File: config.mk
export PLATFORM = sky130hd
export DESIGN_NAME = mac_mmio_driver
export DESIGN_NICKNAME = d
export VERILOG_FILES = /design/src/rtl/mac_mmio_pkg.sv /design/src/rtl/mac_result_fifo.sv /design/src/rtl/mac_mmio_driver.sv
export SDC_FILE = /design/constraint.sdc
export NUM_CORES = 1
export LEC_CHECK = 0
export ABC_AREA = 1
export ABC_CLOCK_PERIOD_IN_PS = 10800
export BUFFER_PORTS_ARGS = -buffer_cell sky130_fd_sc_hd__buf_4
export CORE_ASPECT_RATIO = 1.4
export CORE_MARGIN = 2
export CORE_UTILIZATION = 45
export CTS_CLUSTER_SIZE = 10
export DETAILED_ROUTE_END_ITERATION = 6
export PLACE_DENSITY = 0.75
export SYNTH_ARGS = -nofsm -noshare
export SYNTH_HDL_FRONTEND = slang
export SYNTH_SLANG_ARGS = --single-unit
File: constraint.sdc
create_clock -name i_clock -period 10.8 [get_ports i_clock]
set_input_delay 1.08 -clock i_clock [delete_from_list [all_inputs] [get_ports i_clock]]
set_output_delay 1.08 -clock i_clock [all_outputs]
set_load 0.005 [all_outputs]
File: src/rtl/mac_mmio_pkg.sv
// -----------------------------------------------------------------------------
// mac_mmio_pkg
// Shared constants for the MAC accelerator MMIO driver:
//   - byte addresses of the register map
//   - bit positions inside the CTRL and STATUS registers
//   - FSM state encoding (2 bits)
// No ports; imported by mac_mmio_driver.
// -----------------------------------------------------------------------------
package mac_mmio_pkg;

    // Register map, byte addresses (word aligned).
    localparam int unsigned ADDR_X      = 32'h00;
    localparam int unsigned ADDR_Y      = 32'h04;
    localparam int unsigned ADDR_X2     = 32'h08;
    localparam int unsigned ADDR_Y2     = 32'h0C;
    localparam int unsigned ADDR_PREV   = 32'h10;
    localparam int unsigned ADDR_CTRL   = 32'h14;
    localparam int unsigned ADDR_STATUS = 32'h18;
    localparam int unsigned ADDR_RESULT = 32'h1C;

    // CTRL bits. start and clear are one-shot strobes, ie is stored.
    localparam int CTRL_START_BIT = 0;
    localparam int CTRL_CLEAR_BIT = 1;
    localparam int CTRL_IE_BIT    = 2;

    // STATUS bits; the FIFO count field starts at ST_COUNT_LSB.
    localparam int ST_BUSY_BIT      = 0;
    localparam int ST_EMPTY_BIT     = 1;
    localparam int ST_FULL_BIT      = 2;
    localparam int ST_START_ERR_BIT = 3;
    localparam int ST_UNDERFLOW_BIT = 4;
    localparam int ST_COUNT_LSB     = 8;

    // Job sequencing states.
    localparam logic [1:0] S_IDLE  = 2'd0;
    localparam logic [1:0] S_ISSUE = 2'd1;
    localparam logic [1:0] S_WAIT  = 2'd2;

endpackage

File: src/rtl/mac_result_fifo.sv
// -----------------------------------------------------------------------------
// mac_result_fifo
// Synchronous result FIFO with a synchronous clear.
//   i_clock, i_reset   clock, asynchronous active-high reset
//   i_push/i_push_data write one entry
//   i_pop              drop the head entry (ignored when empty)
//   i_clear            empty the FIFO; a push in the same cycle survives
//   o_head             current head entry (undefined content when empty)
//   o_count            number of entries, 0..DEPTH
//   o_full, o_empty    occupancy flags
// DEPTH must be a power of two so the pointers wrap by plain overflow.
// -----------------------------------------------------------------------------
module mac_result_fifo #(
    parameter int WIDTH = 32,
    parameter int DEPTH = 4
) (
    input  logic                     i_clock,
    input  logic                     i_reset,
    input  logic                     i_push,
    input  logic [WIDTH-1:0]         i_push_data,
    input  logic                     i_pop,
    input  logic                     i_clear,
    output logic [WIDTH-1:0]         o_head,
    output logic [$clog2(DEPTH):0]   o_count,
    output logic                     o_full,
    output logic                     o_empty
);

    localparam int PTR_W = $clog2(DEPTH);

    logic [WIDTH-1:0] r_mem [DEPTH];
    logic [PTR_W-1:0] r_wr_ptr;
    logic [PTR_W-1:0] r_rd_ptr;
    logic [PTR_W:0]   r_count;

    logic             w_push;
    logic             w_pop;
    logic [PTR_W-1:0] w_wr_addr;

    assign o_full  = (r_count == (PTR_W+1)'(DEPTH));
    assign o_empty = (r_count == '0);
    assign o_count = r_count;
    assign o_head  = r_mem[r_rd_ptr];

    // Clear dominates a pop; a push on the same cycle lands in the freshly
    // emptied FIFO at slot 0.
    assign w_pop     = i_pop && !o_empty && !i_clear;
    assign w_push    = i_push && (!o_full || w_pop || i_clear);
    assign w_wr_addr = i_clear ? '0 : r_wr_ptr;

    // NOTE: the storage array has no reset; only pointers and count define
    // which entries are valid, so clearing the data would buy nothing.
    always_ff @(posedge i_clock) begin
        if (w_push) begin
            r_mem[w_wr_addr] <= i_push_data;
        end
    end

    // NOTE: sequential state is updated with non-blocking assignments so all
    // flops sample the same pre-edge values.
    always_ff @(posedge i_clock or posedge i_reset) begin
        if (i_reset) begin
            r_wr_ptr <= '0;
            r_rd_ptr <= '0;
            r_count  <= '0;
        end else if (i_clear) begin
            r_rd_ptr <= '0;
            r_wr_ptr <= w_push ? PTR_W'(1) : '0;
            r_count  <= w_push ? (PTR_W+1)'(1) : '0;
        end else begin
            if (w_push) begin
                r_wr_ptr <= r_wr_ptr + PTR_W'(1);
            end
            if (w_pop) begin
                r_rd_ptr <= r_rd_ptr + PTR_W'(1);
            end
            case ({w_push, w_pop})
                2'b10:   r_count <= r_count + (PTR_W+1)'(1);
                2'b01:   r_count <= r_count - (PTR_W+1)'(1);
                default: r_count <= r_count;
            endcase
        end
    end

endmodule

File: src/rtl/mac_mmio_driver.sv
// -----------------------------------------------------------------------------
// mac_mmio_driver
// MMIO-programmed initiator for the dual-product MAC accelerator. Software
// loads operands, writes CTRL.start, and later drains results from a FIFO.
//   i_clock, i_reset                 clock, asynchronous active-high reset
//   i_wr_en/i_wr_addr/i_wr_data      single-cycle MMIO write
//   i_rd_en/i_rd_addr                single-cycle MMIO read request
//   o_rd_data/o_rd_valid             registered read response, 1-cycle latency
//   o_acc_input_valid, i_acc_input_ready, o_acc_x..o_acc_prev   operand side
//   o_acc_output_ready, i_acc_output_valid, i_acc_result       result side
//   o_busy                           a job is in flight
//   o_irq                            result FIFO non-empty and CTRL.ie set
// -----------------------------------------------------------------------------
module mac_mmio_driver
    import mac_mmio_pkg::*;
#(
    parameter int WIDTH  = 32,
    parameter int ADDR_W = 5,
    parameter int DEPTH  = 4
) (
    input  logic              i_clock,
    input  logic              i_reset,
    input  logic              i_wr_en,
    input  logic [ADDR_W-1:0] i_wr_addr,
    input  logic [WIDTH-1:0]  i_wr_data,
    input  logic              i_rd_en,
    input  logic [ADDR_W-1:0] i_rd_addr,
    output logic [WIDTH-1:0]  o_rd_data,
    output logic              o_rd_valid,
    input  logic              i_acc_input_ready,
    output logic              o_acc_input_valid,
    output logic [WIDTH-1:0]  o_acc_x,
    output logic [WIDTH-1:0]  o_acc_y,
    output logic [WIDTH-1:0]  o_acc_x2,
    output logic [WIDTH-1:0]  o_acc_y2,
    output logic [WIDTH-1:0]  o_acc_prev,
    output logic              o_acc_output_ready,
    input  logic              i_acc_output_valid,
    input  logic [WIDTH-1:0]  i_acc_result,
    output logic              o_busy,
    output logic              o_irq
);

    localparam int CNT_W = $clog2(DEPTH) + 1;

    // Software-visible operand registers.
    logic [WIDTH-1:0] r_x, r_y, r_x2, r_y2, r_prev;
    // Snapshot of the operands for the job in flight.
    logic [WIDTH-1:0] r_iss_x, r_iss_y, r_iss_x2, r_iss_y2, r_iss_prev;
    logic             r_ie;
    logic             r_start_err;
    logic             r_underflow;
    logic [1:0]       r_state;
    logic [WIDTH-1:0] r_rd_data;
    logic             r_rd_valid;

    logic             w_busy;
    logic             w_wr_ctrl;
    logic             w_start;
    logic             w_clear;
    logic             w_start_ok;
    logic             w_start_refused;
    logic             w_rd_result;
    logic             w_pop;
    logic             w_push;
    logic             w_underflow_evt;
    logic [WIDTH-1:0] w_fifo_head;
    logic [CNT_W-1:0] w_fifo_count;
    logic             w_fifo_full;
    logic             w_fifo_empty;
    logic [WIDTH-1:0] w_status;
    logic [WIDTH-1:0] w_rd_mux;

    function automatic logic hit(input logic [ADDR_W-1:0] a, input int unsigned c);
        return a == ADDR_W'(c);
    endfunction

    // ---------------- control decode ----------------
    assign w_busy          = (r_state != S_IDLE);
    assign w_wr_ctrl       = i_wr_en && hit(i_wr_addr, ADDR_CTRL);
    assign w_start         = w_wr_ctrl && i_wr_data[CTRL_START_BIT];
    assign w_clear         = w_wr_ctrl && i_wr_data[CTRL_CLEAR_BIT];
    // A clear in the same write empties the FIFO first, so it can unblock start.
    assign w_start_ok      = w_start && !w_busy && (!w_fifo_full || w_clear);
    assign w_start_refused = w_start && !w_start_ok;
    assign w_rd_result     = i_rd_en && hit(i_rd_addr, ADDR_RESULT);
    assign w_pop           = w_rd_result && !w_fifo_empty;
    assign w_underflow_evt = w_rd_result && w_fifo_empty;
    // Start is refused when full, so a slot is always free here.
    assign w_push          = (r_state == S_WAIT) && i_acc_output_valid;

    // ---------------- operand and control registers ----------------
    always_ff @(posedge i_clock or posedge i_reset) begin
        if (i_reset) begin
            r_x         <= '0;
            r_y         <= '0;
            r_x2        <= '0;
            r_y2        <= '0;
            r_prev      <= '0;
            r_ie        <= 1'b0;
            r_start_err <= 1'b0;
            r_underflow <= 1'b0;
        end else begin
            if (i_wr_en) begin
                if (hit(i_wr_addr, ADDR_X))         r_x    <= i_wr_data;
                else if (hit(i_wr_addr, ADDR_Y))    r_y    <= i_wr_data;
                else if (hit(i_wr_addr, ADDR_X2))   r_x2   <= i_wr_data;
                else if (hit(i_wr_addr, ADDR_Y2))   r_y2   <= i_wr_data;
                else if (hit(i_wr_addr, ADDR_PREV)) r_prev <= i_wr_data;
            end
            if (w_wr_ctrl) begin
                r_ie <= i_wr_data[CTRL_IE_BIT];
            end
            // Sticky flags: clear applies first, a same-cycle event re-sets.
            r_start_err <= (r_start_err && !w_clear) || w_start_refused;
            r_underflow <= (r_underflow && !w_clear) || w_underflow_evt;
        end
    end

    // ---------------- job FSM ----------------
    always_ff @(posedge i_clock or posedge i_reset) begin
        if (i_reset) begin
            r_state    <= S_IDLE;
            r_iss_x    <= '0;
            r_iss_y    <= '0;
            r_iss_x2   <= '0;
            r_iss_y2   <= '0;
            r_iss_prev <= '0;
        end else begin
            case (r_state)
                S_IDLE: begin
                    if (w_start_ok) begin
                        r_state    <= S_ISSUE;
                        r_iss_x    <= r_x;
                        r_iss_y    <= r_y;
                        r_iss_x2   <= r_x2;
                        r_iss_y2   <= r_y2;
                        r_iss_prev <= r_prev;
                    end
                end
                S_ISSUE: begin
                    if (i_acc_input_ready) begin
                        r_state <= S_WAIT;
                    end
                end
                S_WAIT: begin
                    if (i_acc_output_valid) begin
                        r_state <= S_IDLE;
                    end
                end
                default: r_state <= S_IDLE;
            endcase
        end
    end

    // ---------------- result FIFO ----------------
    mac_result_fifo #(
        .WIDTH (WIDTH),
        .DEPTH (DEPTH)
    ) u_fifo (
        .i_clock     (i_clock),
        .i_reset     (i_reset),
        .i_push      (w_push),
        .i_push_data (i_acc_result),
        .i_pop       (w_pop),
        .i_clear     (w_clear),
        .o_head      (w_fifo_head),
        .o_count     (w_fifo_count),
        .o_full      (w_fifo_full),
        .o_empty     (w_fifo_empty)
    );

    // ---------------- read path ----------------
    // NOTE: every signal assigned in always_comb gets a default first so no
    // path can leave it unassigned and infer a latch.
    always_comb begin
        w_status                               = '0;
        w_status[ST_BUSY_BIT]                  = w_busy;
        w_status[ST_EMPTY_BIT]                 = w_fifo_empty;
        w_status[ST_FULL_BIT]                  = w_fifo_full;
        w_status[ST_START_ERR_BIT]             = r_start_err;
        w_status[ST_UNDERFLOW_BIT]             = r_underflow;
        w_status[ST_COUNT_LSB +: CNT_W]        = w_fifo_count;
    end

    always_comb begin
        w_rd_mux = '0;
        if (hit(i_rd_addr, ADDR_X))             w_rd_mux = r_x;
        else if (hit(i_rd_addr, ADDR_Y))        w_rd_mux = r_y;
        else if (hit(i_rd_addr, ADDR_X2))       w_rd_mux = r_x2;
        else if (hit(i_rd_addr, ADDR_Y2))       w_rd_mux = r_y2;
        else if (hit(i_rd_addr, ADDR_PREV))     w_rd_mux = r_prev;
        else if (hit(i_rd_addr, ADDR_CTRL))     w_rd_mux[CTRL_IE_BIT] = r_ie;
        else if (hit(i_rd_addr, ADDR_STATUS))   w_rd_mux = w_status;
        else if (hit(i_rd_addr, ADDR_RESULT))   w_rd_mux = w_fifo_empty ? '0 : w_fifo_head;
    end

    // Reads sample pre-edge register values, so a same-cycle write is not seen.
    always_ff @(posedge i_clock or posedge i_reset) begin
        if (i_reset) begin
            r_rd_data  <= '0;
            r_rd_valid <= 1'b0;
        end else begin
            r_rd_valid <= i_rd_en;
            if (i_rd_en) begin
                r_rd_data <= w_rd_mux;
            end
        end
    end

    // ---------------- outputs ----------------
    assign o_rd_data          = r_rd_data;
    assign o_rd_valid         = r_rd_valid;
    assign o_acc_input_valid  = (r_state == S_ISSUE);
    assign o_acc_output_ready = (r_state == S_WAIT);
    assign o_acc_x            = r_iss_x;
    assign o_acc_y            = r_iss_y;
    assign o_acc_x2           = r_iss_x2;
    assign o_acc_y2           = r_iss_y2;
    assign o_acc_prev         = r_iss_prev;
    assign o_busy             = w_busy;
    assign o_irq              = !w_fifo_empty && r_ie;

endmodule

Yosys cells after proc, flatten, opt, wreduce, memory -nomap -nowiden
Memory sizes are Yosys's and may differ from the RTL's.
Index checks and enable logic that the tools add are counted.
Storage, ports and cells
  bits in writable memories: 128
  input port bits: 80
  word-level logic and storage cells: 115
  memories kept: 1
  flip-flop bits (word level): 365
  output and inout port bits: 197
Cells by class
  bitwise operators: 4
  add/subtract/negate cells: 4
  equal/unequal tests: 20
  reduce and logical (&&, ||, !) cells: 41
  muxes and demuxes: 26
Memory list
  u_fifo.r_mem: words 4, bits a word 32, rd ports 1, clocked after Yosys merged registers in 0, write ports 1, line mac_result_fifo.sv:31  | logic [WIDTH-1:0] r_mem [DEPTH];
Operators by type and width (count)
  2-to-1 mux 32 bit: 8
  == test 5 bit, second input constant: 6
  2-to-1 mux 29 bit: 1
  == test 5 x 4 -> 1 bit, second input constant: 4
  2-to-1 mux 2 bit: 9
  logical AND 1 bit: 16
  == test 5 x 3 -> 1 bit, second input constant: 2
  logical NOT 5 bit: 2
  case mux 2 bit (3 select lines): 1
  case mux 3 bit (2 select lines): 1
  AND reduction 3 bit: 2
  AND reduction 6 bit: 1
  nonzero test 2 bit: 3
  logical NOT 1 bit: 5
  logical OR 1 bit: 5
  2-to-1 mux 1 bit: 5
  AND reduction 5 bit: 1
  adder 2 x 1 -> 2 bit, second input constant: 2
  == test 2 x 1 -> 1 bit, second input constant: 2
  == test 2 bit, second input constant: 2
  inequality test 2 bit, second input constant: 2
  NOT 1 bit: 4
  AND reduction 2 bit: 2
  AND reduction 4 bit: 1
  other kinds (8): 8

Depth between registers and ports, before layout
  word-level depth: 11
  depth in mapped cells: 14
  depth with buffers taken out: 13

Modules after synthesis
From an unflattened synthesis, not the netlist that was laid out.
Second synthesis, totals
  cells, all modules: 2113
  area total of the unflattened synthesis: 20066.7 µm²
Modules (own cells, without submodules)
  mac_mmio_driver: cells each 1741, area an instance 14864.3 µm², times used 1, seq. area each 8958.6 µm²
  mac_result_fifo: cells each 372, area an instance 5202.5 µm², times used 1, seq. area each 4018.9 µm²

Worst setup path after synthesis
No wires, ideal clock.
  kind: input-to-reg
  from: in i_wr_addr[1]
  to: mem u_fifo.r_mem[0][0], enable pin
  path buffers: 0
  arrival time: 4.190 ns
  stages: 7
  data required time: 10.330 ns
  slack: 6.140 ns
  library setup time: 0.470 ns
  path through: nor2_4 nand2_1 nor2_4 nand2_4 inv_1 nor2_1 a211oi_1
On the way
  cells in the longest elaborated chain, start to end: 10
  elaborated cells between the ends (all ways): 11
  classes of those cells: eq/ne: 1; mux: 3; reduce/logical: 7
RTL lines
  start: declaration: line mac_mmio_driver.sv:24  | input logic [ADDR_W-1:0] i_wr_addr,
  == test 5 bit (*): line mac_mmio_driver.sv:75  | return a == ADDR_W'(c);
  logical AND 1 bit (*): line mac_mmio_driver.sv:80  | assign w_wr_ctrl = i_wr_en && hit(i_wr_addr, ADDR_CTRL);
  logical AND 1 bit (*): line mac_mmio_driver.sv:82  | assign w_clear = w_wr_ctrl && i_wr_data[CTRL_CLEAR_BIT];
  logical NOT 1 bit: line mac_result_fifo.sv:47  | assign w_pop = i_pop && !o_empty && !i_clear;
  logical AND 1 bit: line mac_result_fifo.sv:47
  logical OR 1 bit (2 in a row): line mac_result_fifo.sv:48  | assign w_push = i_push && (!o_full || w_pop || i_clear);
  logical AND 1 bit: line mac_result_fifo.sv:48
  2-to-1 mux 1 bit: line mac_result_fifo.sv:54  | if (w_push) begin
  2-to-1 mux 1 bit (not written as such): line mac_result_fifo.sv:55  | r_mem[w_wr_addr] <= i_push_data;
  end: declaration: line mac_result_fifo.sv:31
Mark *: on every way between the ends. The rest lies on a longest branch, timed or not.

Worst setup path in the final report
  from: in i_wr_addr[1]
  to: reg r_start_err
On the way
  cells in the longest elaborated chain, start to end: 8
  elaborated cells between the ends (all ways): 12
  classes of those cells: eq/ne: 1; reduce/logical: 11
RTL lines
  == test 5 bit (*): line mac_mmio_driver.sv:75
  logical AND 1 bit (*): line mac_mmio_driver.sv:80
  logical AND 1 bit, on equally long branches: line mac_mmio_driver.sv:81, mac_mmio_driver.sv:82
  logical AND 1 bit or logical OR 1 bit (tied branches): line mac_mmio_driver.sv:84  | assign w_start_ok = w_start && !w_busy && (!w_fifo_full || w_clear);
  logical AND 1 bit: line mac_mmio_driver.sv:84
  logical NOT 1 bit: line mac_mmio_driver.sv:85  | assign w_start_refused = w_start && !w_start_ok;
  logical AND 1 bit: line mac_mmio_driver.sv:85
  logical OR 1 bit (*): line mac_mmio_driver.sv:115  | r_start_err <= (r_start_err && !w_clear) || w_start_refused;
  end signal: assignment: line mac_mmio_driver.sv:115
  end: declaration: line mac_mmio_driver.sv:51  | logic r_start_err;
Marks and branches as above.
A chain may end at the register's enable or synchronous reset.

==> results by group <==
Yosys
  – Top cells by area, synth: dfrtp_1, edfxtp_1, nand2_1
  – Yosys reg bits: approximately 490
  – Asr flop ratio synth: between 70% and 80%
  – Yosys cell types: 35
  – Largest family of logic cells by synthesized area: simple AND/OR/NAND/NOR gates
  – Yosys top cell area share: between 40% and 50%
  – Simple-Gate Fraction of Synth Area: approximately a fifth
  – Synth Area in XOR/XNOR: 0.131%
  – Syn_nets: around 2200
  – Synthesized area per cell: between 9 and 10 um^2
  – Syn. warnings: 0
  – Post-synth EDFFs: ~130
  – Post-synth top cells: nand2_1, dfrtp_1, o21ai_0, inv_1, edfxtp_1
  – Seq/Total Area, Yosys: ~65%
  – Top FF cell, synth: dfrtp_1
  – Mapped Cells: around 2100
  – Cell taking the most area after synthesis: dfrtp_1
  – Post-synthesis adder-cell area fraction: 0.162%
  – Synth Area in Compound Gates: 10.1%
  – Mapped Area: 20100 um^2
  – Count leader, synth: nand2_1
  – Post-synthesis mux area share: less than 1%

Global route
  – Largest net degree at the start of global routing: 204
  – First-pass GRT wire length: roughly 86000 um
  – Grt ovf: 0
  – Vias in the first global route: approximately 15000
  – Initial antenna violation count: 2
  – Total track usage: roughly a quarter

Cells and area
  – Post-route cell area: ~24000 um^2
  – Proportion of layout cells with a drive suffix above 1: between 10% and 20%
  – Nets: ~2500
  – Area delta synth->final: 19.9%
  – Non-filler cells, final: 2961

Pwr
  – Pwr Total: roughly 4.5 mW
  – VDD IR max: approximately 0.12 mV
  – PwrDens: about 190 nW/um^2
  – Leak pwr: 11.8 nW

Floorplan
  – I/O Pins: roughly 280
  – Starting Density: 45.6%
  – Row count: 91
  – Die X: about 180 um
  – Die height: roughly 250 um
  – Die ar.: approximately 46000 um^2
  – Core area: around 44000 um^2

Timing
  – Tmin final: between 3000 and 4000 ps
  – Final hold vios: 0
  – Setup TNS: 0 ps
  – Max-slew headroom: between 15 and 20%
  – Hold slack: between 400 and 500 ps
  – Part of the cycle the worst path needs: between 30% and 40%
  – RSZ-0062 raised after global routing: no
  – Setup violations, final: 0
  – Final Max Slew Viols: 0
  – Fmax achieved: 0.269 GHz
  – Worst-Margin Slew: approximately 1300 ps
  – Max Clock Skew: 19.3 ps

Routing
  – First drt pass iteration count: 6
  – Detailed Route Iter0 Violations: ~1400
  – Detail Route Antenna Nets: 0
  – Routed Wire Length: ~55000 um
  – DRC viols: 0
  – Vias/cell: ~5.3
  – Vias: approximately 16000
  – Routed len/inst: around 19 um

Critical path
  – Worst path bufs/invs: 3
  – Worst Reg2Reg Path Length in Cells: 7
  – Critical path arrival: between 4000 and 5000 ps
  – Worst Setup SP: i_wr_addr[1]
  – Reg2reg end: r_start_err
  – CP Data Required Time: ~11000 ps
  – Slowest stage cell, crit path: buf_4
  – Crit-path max FO: roughly 130
  – Critical Path, Cell by Cell: buf_4, nor2_4, nand2_1, nor2_4, nand2_1, nor2_1, nand2_8, inv_2, buf_4, o21ai_0
  – CP Class: in -> reg
  – Largest stage delay on the critical path: approximately 700 ps
  – Critical Path Start Type: input pin
  – Flop-to-flop setup slack: roughly 7500 ps
  – Family with the most delay on the worst path: buffers and inverters
  – CP endpoint kind: register
  – Worst r2r src: r_state[1]

Place
  – Placed instance area: about 23000 um^2
  – Placer Congestion: between 0.9 and 1
  – DP Cell Count: just under 3000
  – Dpl hpwl: 36700 um
  – IO Port Bufs: 276

Clock network
  – Hold buffers post-CTS: 0
  – Clock slew at reported path FFs: ~60 ps
  – CTS Buf Count: between 50 and 60
  – Clock latency on the worst-skew pair: approximately 580 ps
  – Clock Tree Buf Depth: 3
  – Post-CTS Resized: 0
  – Post-CTS Setup Inserts: 0
  – Clock sinks: 493
  – CTS tree: built
  – # H-tree levels: 2
  – Clk root buf: clkbuf_16

Hold path
  – Worst hold start: o_acc_y2[22]
  – HP Class: reg -> reg
  – Min-Delay Endpoint: o_acc_y2[22]
  – Hold Path Stages: 2

Status
  – Outcome: complete, no violations

Flow run
  – Max-cap violations: 0
## cell type report
class	count	area [um^2]
sequential	493	13000
fill	3723	20000
antenna	2	5.00
inverter	190	717
tap	558	698
multi-input combinational	1347	5930
clock inverter	1	8.76
timing repair buffer	297	2250
clock buffer	73	1490
## routing by layer
layer	wire, um	up-vias	GRT usage, %	part of all wire [%]
met5	0	-	0	0
met4	2680	0	10.9	4.8
met3	4790	126	5.92	8.7
met2	25400	617	36.9	46
met1	22300	7615	31.5	40
li1	-	7354	-	-
## worst max-delay path by stage
stage	to	slack (ps)	cells past startpoint
after detailed placement	r_start_err	6520	10
after floorplan	o_acc_prev[0]	4820	1
after global routing	o_acc_y[4]	6830	11
after global placement	r_start_err	6620	10
after CTS	r_start_err	7140	10
final	r_start_err	7080	10
## layout by cell type (no fill, tap or decap), types with 2 or more instances in the layout
master     instances
diode_2            2
o31ai_1            2
buf_4            295
nor2_1            71
clkbuf_16         57
o21ai_1           76
nor3_1             3
edfxtp_1         128
nor2_4             5
nor2_2             5
o21ai_0          204
nor3_2             3
o2111ai_1          5
dfrtp_2            2
nand2_1          771
inv_1            186
o211ai_1          22
nand3_1           82
or2_2              2
nand3_2            2
clkbuf_1          16
nand4_1            8
buf_12             2
inv_2              3
xor2_1             2
a21oi_1           74
dfrtp_1          363
## logic make-up after synthesis
kind of cell	count (synthesis)
xor+xnor	3
buf+inv	303
mux	1
compound gates	386
flops	493
simple gates	955
fa+ha+maj	2
## sequential cells by signal (all words and copies together), names as in the netlist, 3 cells and up
signal,flops
o_acc_prev,32
o_acc_y,32
o_acc_y2,32
r_y,32
o_acc_x2,32
r_prev,32
u_fifo.o_count,3
u_fifo.r_mem,128
r_x2,32
r_x,32
r_y2,32
o_rd_data,32
o_acc_x,32
## worst min-delay path: stages (launching register included)
cell and delay (ps):
dfrtp_1 340, nand2_1 50, nand2_1 60
## report_power, final
group          leakage [nW]  internal, mW  switching [mW]
clock                 0.725         0.940           0.692
sequential             6.03          2.10           0.135
combinational          5.08         0.252           0.410
## per-stage QoR
| step | worst slack (ps) | util, % |
|---|---|---|
| 2_1_floorplan | 4820 | - |
| 3_3_place_gp | 6620 | 51.2 |
| 3_5_place_dp | 6520 | 51.2 |
| 4_1_cts | 7140 | 54.6 |
| 5_1_grt | 6830 | 54.6 |
| 6_report | 7080 | 54.6 |
(Power assumes the default switching activity.)
